==> config.mk <==
export PLATFORM = sky130hd
export DESIGN_NAME = conv_window_gen
export DESIGN_NICKNAME = d
export VERILOG_FILES = /design/src/rtl/cnn_pkg.sv /design/src/rtl/line_ram.sv /design/src/rtl/conv_window_gen.sv
export SDC_FILE = /design/constraint.sdc
export NUM_CORES = 1
export LEC_CHECK = 0
export ABC_CLOCK_PERIOD_IN_PS = 2800
export BUFFER_PORTS_ARGS = -buffer_cell sky130_fd_sc_hd__buf_2
export CORE_MARGIN = 2
export CORE_UTILIZATION = 55
export DETAILED_ROUTE_END_ITERATION = 10
export PLACE_DENSITY = 0.75
export SLEW_MARGIN = 20
export SYNTH_ARGS = -nofsm -noshare
export SYNTH_HDL_FRONTEND = slang
export SYNTH_HIERARCHICAL = 1
export SYNTH_SLANG_ARGS = --single-unit
==> constraint.sdc <==
create_clock -name clk -period 2.8 [get_ports clk]
set_input_delay 0.42 -clock clk [delete_from_list [all_inputs] [get_ports clk]]
set_output_delay 0.42 -clock clk [all_outputs]
set_load 0.02 [all_outputs]
==> src/rtl/cnn_pkg.sv <==
// Shared constants and helpers for the convolution window datapath.
package cnn_pkg;

  localparam int unsigned DEF_DATA_W = 8;
  localparam int unsigned DEF_WIDTH  = 28;
  localparam int unsigned DEF_HEIGHT = 28;
  localparam int unsigned DEF_K      = 3;

  // Flat element index of window position (r, c) in a k x k window, row-major.
  function automatic int unsigned win_idx(input int unsigned r, input int unsigned c,
                                          input int unsigned k);
    return r * k + c;
  endfunction

endpackage

==> src/rtl/line_ram.sv <==
// Single-clock line buffer: one synchronous write port, one asynchronous read port.
// Contents are deliberately not reset so the array maps onto RAM primitives.
module line_ram #(
  parameter int unsigned DEPTH  = 28,
  parameter int unsigned DATA_W = 8,
  parameter int unsigned AW     = (DEPTH > 1) ? $clog2(DEPTH) : 1
) (
  input  logic              clk,
  input  logic              we,
  input  logic [AW-1:0]     waddr,
  input  logic [DATA_W-1:0] wdata,
  input  logic [AW-1:0]     raddr,
  output logic [DATA_W-1:0] rdata
);

  logic [DATA_W-1:0] mem [DEPTH];

  // Write port.
  always_ff @(posedge clk) begin
    if (we) mem[waddr] <= wdata;
  end

  // Read returns the old word when reading and writing the same address in one cycle.
  assign rdata = mem[raddr];

endmodule

==> src/rtl/conv_window_gen.sv <==
// Streaming K x K sliding-window generator over a raster-order pixel stream.
// The previous K-1 rows live in circular line buffers; the window itself is a
// register array shifted left by one column on every accepted pixel.
module conv_window_gen
  import cnn_pkg::*;
#(
  parameter int unsigned DATA_W = DEF_DATA_W,
  parameter int unsigned WIDTH  = DEF_WIDTH,
  parameter int unsigned HEIGHT = DEF_HEIGHT,
  parameter int unsigned K      = DEF_K,
  parameter int unsigned STRIDE = 1
) (
  input  logic                    clk,
  input  logic                    rst_n,
  input  logic                    frame_clr,
  input  logic                    in_valid,
  input  logic [DATA_W-1:0]       in_data,
  output logic                    in_ready,
  output logic                    out_valid,
  input  logic                    out_ready,
  output logic [K*K*DATA_W-1:0]   out_win,
  output logic                    out_last
);

  localparam int unsigned NL     = K - 1;
  localparam int unsigned XW     = (WIDTH > 1) ? $clog2(WIDTH) : 1;
  localparam int unsigned YW     = (HEIGHT > 1) ? $clog2(HEIGHT) : 1;
  localparam int unsigned PW     = (NL > 1) ? $clog2(NL) : 1;
  localparam int unsigned SW     = (STRIDE > 1) ? $clog2(STRIDE) : 1;
  // Position of the final emitting pixel; equals (WIDTH-1, HEIGHT-1) when STRIDE divides evenly.
  localparam int unsigned LAST_X = (K - 1) + ((WIDTH - K) / STRIDE) * STRIDE;
  localparam int unsigned LAST_Y = (K - 1) + ((HEIGHT - K) / STRIDE) * STRIDE;

  logic [XW-1:0]     x_q, x_d;
  logic [YW-1:0]     y_q, y_d;
  logic [PW-1:0]     ptr_q, ptr_d;
  logic [SW-1:0]     phx_q, phx_d;
  logic [SW-1:0]     phy_q, phy_d;
  logic              out_valid_q, out_valid_d;
  logic              out_last_q, out_last_d;
  logic [DATA_W-1:0] win_q [K][K];
  logic [DATA_W-1:0] win_d [K][K];
  logic [DATA_W-1:0] rd [NL];
  logic [DATA_W-1:0] new_col [K];

  logic accept, emit, row_end, frame_end;

  assign in_ready  = !out_valid_q || out_ready;
  assign accept    = in_valid && in_ready && !frame_clr;
  assign row_end   = (32'(x_q) == WIDTH - 1);
  assign frame_end = row_end && (32'(y_q) == HEIGHT - 1);
  assign emit      = (32'(x_q) >= K - 1) && (32'(y_q) >= K - 1) &&
                     (phx_q == '0) && (phy_q == '0);

  // Line buffer ptr_q is the one being overwritten by the current row; it holds the oldest row.
  for (genvar i = 0; i < NL; i++) begin : g_line
    line_ram #(
      .DEPTH (WIDTH),
      .DATA_W(DATA_W),
      .AW    (XW)
    ) u_line_ram (
      .clk  (clk),
      .we   (accept && (ptr_q == PW'(i))),
      .waddr(x_q),
      .wdata(in_data),
      .raddr(x_q),
      .rdata(rd[i])
    );
  end

  // Frame position, row pointer and stride phase for the next accepted pixel.
  always_comb begin
    x_d   = x_q;
    y_d   = y_q;
    ptr_d = ptr_q;
    phx_d = phx_q;
    phy_d = phy_q;
    if (frame_clr) begin
      x_d   = '0;
      y_d   = '0;
      ptr_d = '0;
      phx_d = '0;
      phy_d = '0;
    end else if (accept) begin
      if (row_end) begin
        x_d   = '0;
        phx_d = '0;
        if (frame_end) begin
          y_d   = '0;
          phy_d = '0;
          ptr_d = '0;
        end else begin
          y_d   = y_q + 1'b1;
          ptr_d = (ptr_q == PW'(NL - 1)) ? '0 : ptr_q + 1'b1;
          // Phase only starts counting once the window has a full column of rows.
          if (32'(y_q) >= K - 1) phy_d = (phy_q == SW'(STRIDE - 1)) ? '0 : phy_q + 1'b1;
          else                   phy_d = '0;
        end
      end else begin
        x_d = x_q + 1'b1;
        if (32'(x_q) >= K - 1) phx_d = (phx_q == SW'(STRIDE - 1)) ? '0 : phx_q + 1'b1;
        else                   phx_d = '0;
      end
    end
  end

  // Output handshake: load on an accepted pixel, drop after consumption, hold while stalled.
  always_comb begin
    out_valid_d = out_valid_q;
    out_last_d  = out_last_q;
    if (frame_clr) begin
      out_valid_d = 1'b0;
      out_last_d  = 1'b0;
    end else if (accept) begin
      out_valid_d = emit;
      out_last_d  = emit && (32'(x_q) == LAST_X) && (32'(y_q) == LAST_Y);
    end else if (out_ready) begin
      out_valid_d = 1'b0;
      out_last_d  = 1'b0;
    end
  end

  // New right-hand column (oldest row first) and the shifted window.
  always_comb begin
    for (int r = 0; r < K; r++) new_col[r] = in_data;
    for (int r = 0; r < NL; r++) begin
      if (int'(ptr_q) + r >= NL) new_col[r] = rd[PW'(int'(ptr_q) + r - NL)];
      else                       new_col[r] = rd[PW'(int'(ptr_q) + r)];
    end
    win_d = win_q;
    for (int r = 0; r < K; r++) begin
      for (int c = 0; c < K - 1; c++) win_d[r][c] = win_q[r][c + 1];
      win_d[r][K-1] = new_col[r];
    end
  end

  // Control state registers.
  always_ff @(posedge clk or negedge rst_n) begin
    if (!rst_n) begin
      x_q         <= '0;
      y_q         <= '0;
      ptr_q       <= '0;
      phx_q       <= '0;
      phy_q       <= '0;
      out_valid_q <= 1'b0;
      out_last_q  <= 1'b0;
    end else begin
      x_q         <= x_d;
      y_q         <= y_d;
      ptr_q       <= ptr_d;
      phx_q       <= phx_d;
      phy_q       <= phy_d;
      out_valid_q <= out_valid_d;
      out_last_q  <= out_last_d;
    end
  end

  // Window register array; only moves on an accepted pixel so it is stable under stall.
  always_ff @(posedge clk or negedge rst_n) begin
    if (!rst_n) begin
      win_q <= '{default: '0};
    end else if (accept) begin
      win_q <= win_d;
    end
  end

  // Flatten the window, row-major with (0,0) in the least significant slot.
  always_comb begin
    out_win = '0;
    for (int r = 0; r < K; r++) begin
      for (int c = 0; c < K; c++) begin
        out_win[win_idx(r, c, K)*DATA_W +: DATA_W] = win_q[r][c];
      end
    end
  end

  assign out_valid = out_valid_q;
  assign out_last  = out_last_q;

endmodule

Word-level counts from Yosys, hierarchy flattened --
Memory sizes are Yosys's and may differ from the RTL's. Cells that the tools add are included.
Word-level totals: input port bits 13, word-level logic and storage cells 104, memories kept 2, RAM bits 448, output and inout bits 75, register bits after elaboration 87
Memories:
- g_line[0].u_line_ram.mem | words 28, bits a word 8, read ports 1, clocked after Yosys merged registers in 0, wr ports 1, RTL line line_ram.sv:16 | logic [DATA_W-1:0] mem [DEPTH];
- g_line[1].u_line_ram.mem | words 28, bits a word 8, read ports 1, clocked after Yosys merged registers in 0, wr ports 1, RTL line line_ram.sv:16
Cells by class: equality and inequality tests 2, reductions and logical operators 17, order comparisons 8, bitwise gates (word level) 6, mux-type cells 44, $add $sub $neg 9
Operators with widths (count):
- $mux W8 | 12
- $mux W5 | 7
- $mux W1 | 25
- $add A5 B1 Y5 const B | 2
- $eq A5 B5 Y1 const B | 2
- $ge A5 B2 Y1 const B | 2
- $logic_and A1 B1 Y1 | 10
- $ge A1 B2 Y1 const B | 3
- $ge A2 B2 Y1 const B | 3
- $add A1 B1 Y1 const B | 4
- $not A1 Y1 | 4
- $not A1 Y2 | 2
- $reduce_bool A2 Y1 | 2
- $reduce_bool A3 Y1 | 1
- $add A1 B1 Y2 const B | 1
- $logic_not A1 Y1 | 2
- $reduce_and A2 Y1 | 1
- $sub A1 B1 Y1 const B | 2
- $logic_or A1 B1 Y1 | 1

Longest topological paths before layout --
depth in word-level cells 8, gate-level depth with buffers 9, gate-level depth less buffers 6

Cells and area by module --
The synthesis kept the hierarchy.
By module, submodules not included:
- line_ram | cells each 468, times used 1, seq. area each 6726.5 µm², area each 8892.3 µm²
- conv_window_gen | cells each 229, times used 1, seq. area each 2127.0 µm², area each 3400.8 µm²

Least setup slack after synthesis --
Ideal clock, no wire load.
path type input-to-reg, start input frame_clr, end memory g_line[0].u_line_ram.mem[0][0], enable pin, buffers on the path 2, data arrival time 2.039 ns, stages 5, required time 2.430 ns, path slack 0.390 ns, library setup time 0.370 ns, path through buf_2 -> nor4_1 -> or3b_2 -> clkbuf_1 -> nor2_1
On the way: cells in the longest elaborated chain, start to end 5
Ends and longest elaborated chain:
- from (decl) | RTL line conv_window_gen.sv:15 | input logic frame_clr,
- $logic_not A1 Y1 | RTL line conv_window_gen.sv:49 | assign accept = in_valid && in_ready && !frame_clr;
- $logic_and A1 B1 Y1 | RTL line conv_window_gen.sv:49
- $logic_and A1 B1 Y1 | RTL line conv_window_gen.sv:63 | .we (accept && (ptr_q == PW'(i))),
- $mux W1 | RTL line line_ram.sv:20 | if (we) mem[waddr] <= wdata;
- $mux W1 (implied by the code) | RTL line line_ram.sv:20
- to (decl) | RTL line line_ram.sv:16
Every way passes these cells.

==> results_dict.tcl <==
set metrics [dict create \
    cp.required_ns 3.21 \
    cts_sinks 309 \
    synth_edf_count 224 \
    ant_nets 0 \
    avgSynthCellArea_um2 17.6 \
    routed_wl_um 25300 \
    period_share_pct 90.3 \
    setup.worst_path.start_class "register" \
    cts_buffers 30 \
    slew_viol_final 0 \
    multi_input_area_mm2 0.00317 \
    synth_area_leaders "edfxtp_1 (55%), dfrtp_1 (17%), mux2_2 (6.6%)" \
    final_core_utilization_pct 65.0 \
    layout_common_cells "edfxtp_1 (224), buf_2 (86), dfrtp_1 (84)" \
    syn2layout_area_growth_pct 15.8 \
    period_minus_slack_ns 2.53 \
    core_mm2 0.0219 \
    mostFrequentLayoutCell "edfxtp_1" \
    initialDrtViolationCount 671 \
    syn_inst 697 \
    diodes 0 \
    place_area_mm2 0.0133 \
    clk_latency_ns 0.55 \
    postCtsResizedCells 0 \
    fin_nets 853 \
    dieArea_mm2 0.0236 \
    crit_path_end_kind "register" \
    hp-start "frame_clr" \
    die_h_um 154 \
    yosys_register_bits 309 \
    crit_chain "buf_4 > mux2i_1 > a22oi_1 > nand3_1 > nand4_1 > mux2_2" \
    ys.warnings.count 6 \
    syn-cell-area_mm2 0.0123 \
    worstRegToRegCells 6 \
    cts_tree "built" \
    outcome "finished, final reports clean" \
    start_util_pct 56.2 \
    critPathSlowestCell "dfrtp_4" \
    setup_viol 0 \
    fin_skew_ns 0.0224 \
    synthFlopType "edfxtp_1" \
    cp_num_cells 6 \
    ios 88 \
    regArea_mm2 0.00886 \
    max_cap_viol_count 0 \
    hold_violations 0 \
    ir_drop_mv 0.738 \
    path_clk_slew_ns 0.06 \
    synth.largest_area_cell "edfxtp_1" \
    nFillCells 1474 \
    grt_pass1_wl_um 39400 \
    grt_max_degree 73 \
    crit_buf_inv 1 \
    synthArstFlopShare_pct 27.5 \
    worst_pin_slew_ns 0.613 \
    min_path_cells 2 \
    post_drt_wl_per_cell_um 22.2 \
    overflow 0 \
    clock-root-buffer "clkbuf_16" \
    vias 6772 \
    synth.distinct_cells 46 \
    p_per_area_mw_per_mm2 765 \
    fmax_ghz 0.395 \
    cts.path.max_buffers 3 \
    grt_pass1_vias 6846 \
    crit_type "reg -> reg" \
    maxSlewHeadroom_pct 59.1 \
    cp_max_fo 35 \
    yosysSeqAreaShare_pct 72.0 \
    cp.arrival_ns 2.94 \
    antenna_found_initial 0 \
    remaining_drc_errors 0 \
    rows 54 \
    dr.pass1.iters 5 \
    grt.total_usage_pct 21.6 \
    layout-drive-gt1-share_pct 32.2 \
    r2r_start "x_q[0]" \
    startpoint "x_q[0]" \
    htree_levels 1 \
    syn_nets 714 \
    gp_congestion 0.817 \
    p_leak_nw 5.17 \
    crit_family "flip-flops" \
    hold_class "in -> reg" \
    tns_ns 0 \
    die_x_um 154 \
    synth_top_area_share_pct 54.7 \
    fin_area_mm2 0.0142 \
    via_per_inst 5.94 \
    slowest_delay_ns 0.80 \
    rsz0062_at_grt "no" \
    dp_hpwl_um 16500 \
    port_buffers 87 \
]
Yosys cell counts (7+ instances only):
library cell    n
a22oi_1        25
edfxtp_1      224
mux2i_1        70
buf_2          12
nand3_1        25
nand2_1        16
nand3b_1        8
mux4_1         11
a21oi_1         9
mux4_2         12
nor2_1         35
clkbuf_1        7
o21ai_0        10
dfrtp_1        85
mux2_2         72
worst paths after layout:
path	to	slack (ns)
hold / removal	x_q[4]	0.18
setup / recovery	out_win[21]	0.27
max in group asynchronous	out_win[63]	1.68
min in group asynchronous	x_q[0]	0.38
setup reg to reg	out_win[21]	0.27
hold reg to reg	out_win[4]	0.50
final cells by class:
class / instances / area share [%]
clock buffers: 38 / 5.77
clock inverters: 18 / 1.09
inverters: 5 / 0.132
multi-input cells: 350 / 22.3
flip-flops and latches: 309 / 62.2
well taps: 280 / 2.46
repair buffers: 140 / 6.06
per-stage QoR:
step	setup slack, ns	hold WS [ns]	std cells	power [mW]
floorplan	0.390	0.124	697	6.48
global placement	0.342	0.395	1083	7.00
detailed placement	0.302	0.409	1083	7.06
CTS	0.243	0.159	1140	11.0
global route	0.111	0.168	1140	11.3
finish	0.271	0.179	1140	10.9
worst reg2reg max path: stages (launching register included):
cell     delay, ns
dfrtp_4       0.80
buf_4         0.44
mux2i_1       0.25
a22oi_1       0.12
nand3_1       0.15
nand4_1       0.27
mux2_2        0.37
registers in the layout, indices dropped and copies added, names as in the netlist:
name,flops
ptr_q,1
out_win,72
g_line.u_line_ram/mem,224
out_last,1
y_q,5
x_q,5
out_valid,1
where the power goes:
| part | internal [mW] | switching, mW |
|---|---|---|
| clock network | 2.34 | 1.59 |
| logic | 0.604 | 0.875 |
| registers | 5.25 | 0.242 |
| total | 8.19 | 2.70 |
kinds of logic after synthesis:
family | synth area share (%)
flip-flops | 72.0
multiplexers | 16.8
AND/OR/NAND/NOR | 4.86
AO/OA/AOI/OAI | 3.68
buffers and inverters | 2.19
adder cells (fa/ha/maj) | 0.407
layer usage:
metal / wire length, um / share of wire [%] / track usage [%] / up-vias
met5: 0 / 0 / 0 / -
met4: 565 / 2.2 / 6.16 / 0
met3: 1540 / 6.1 / 3.44 / 40
met2: 12800 / 51 / 36.0 / 239
met1: 10400 / 41 / 29.9 / 3474
li1: - / - / - / 3019
what timing repair did:
| item | in CTS | in global routing |
|---|---|---|
| endpoints found under the hold margin | 32 | 0 |
| hold buffers | 1 | 0 |
| buffers inserted | 0 | 0 |
| setup endpoints to repair | 0 | 0 |
Power figures use the tool's default switching activity.
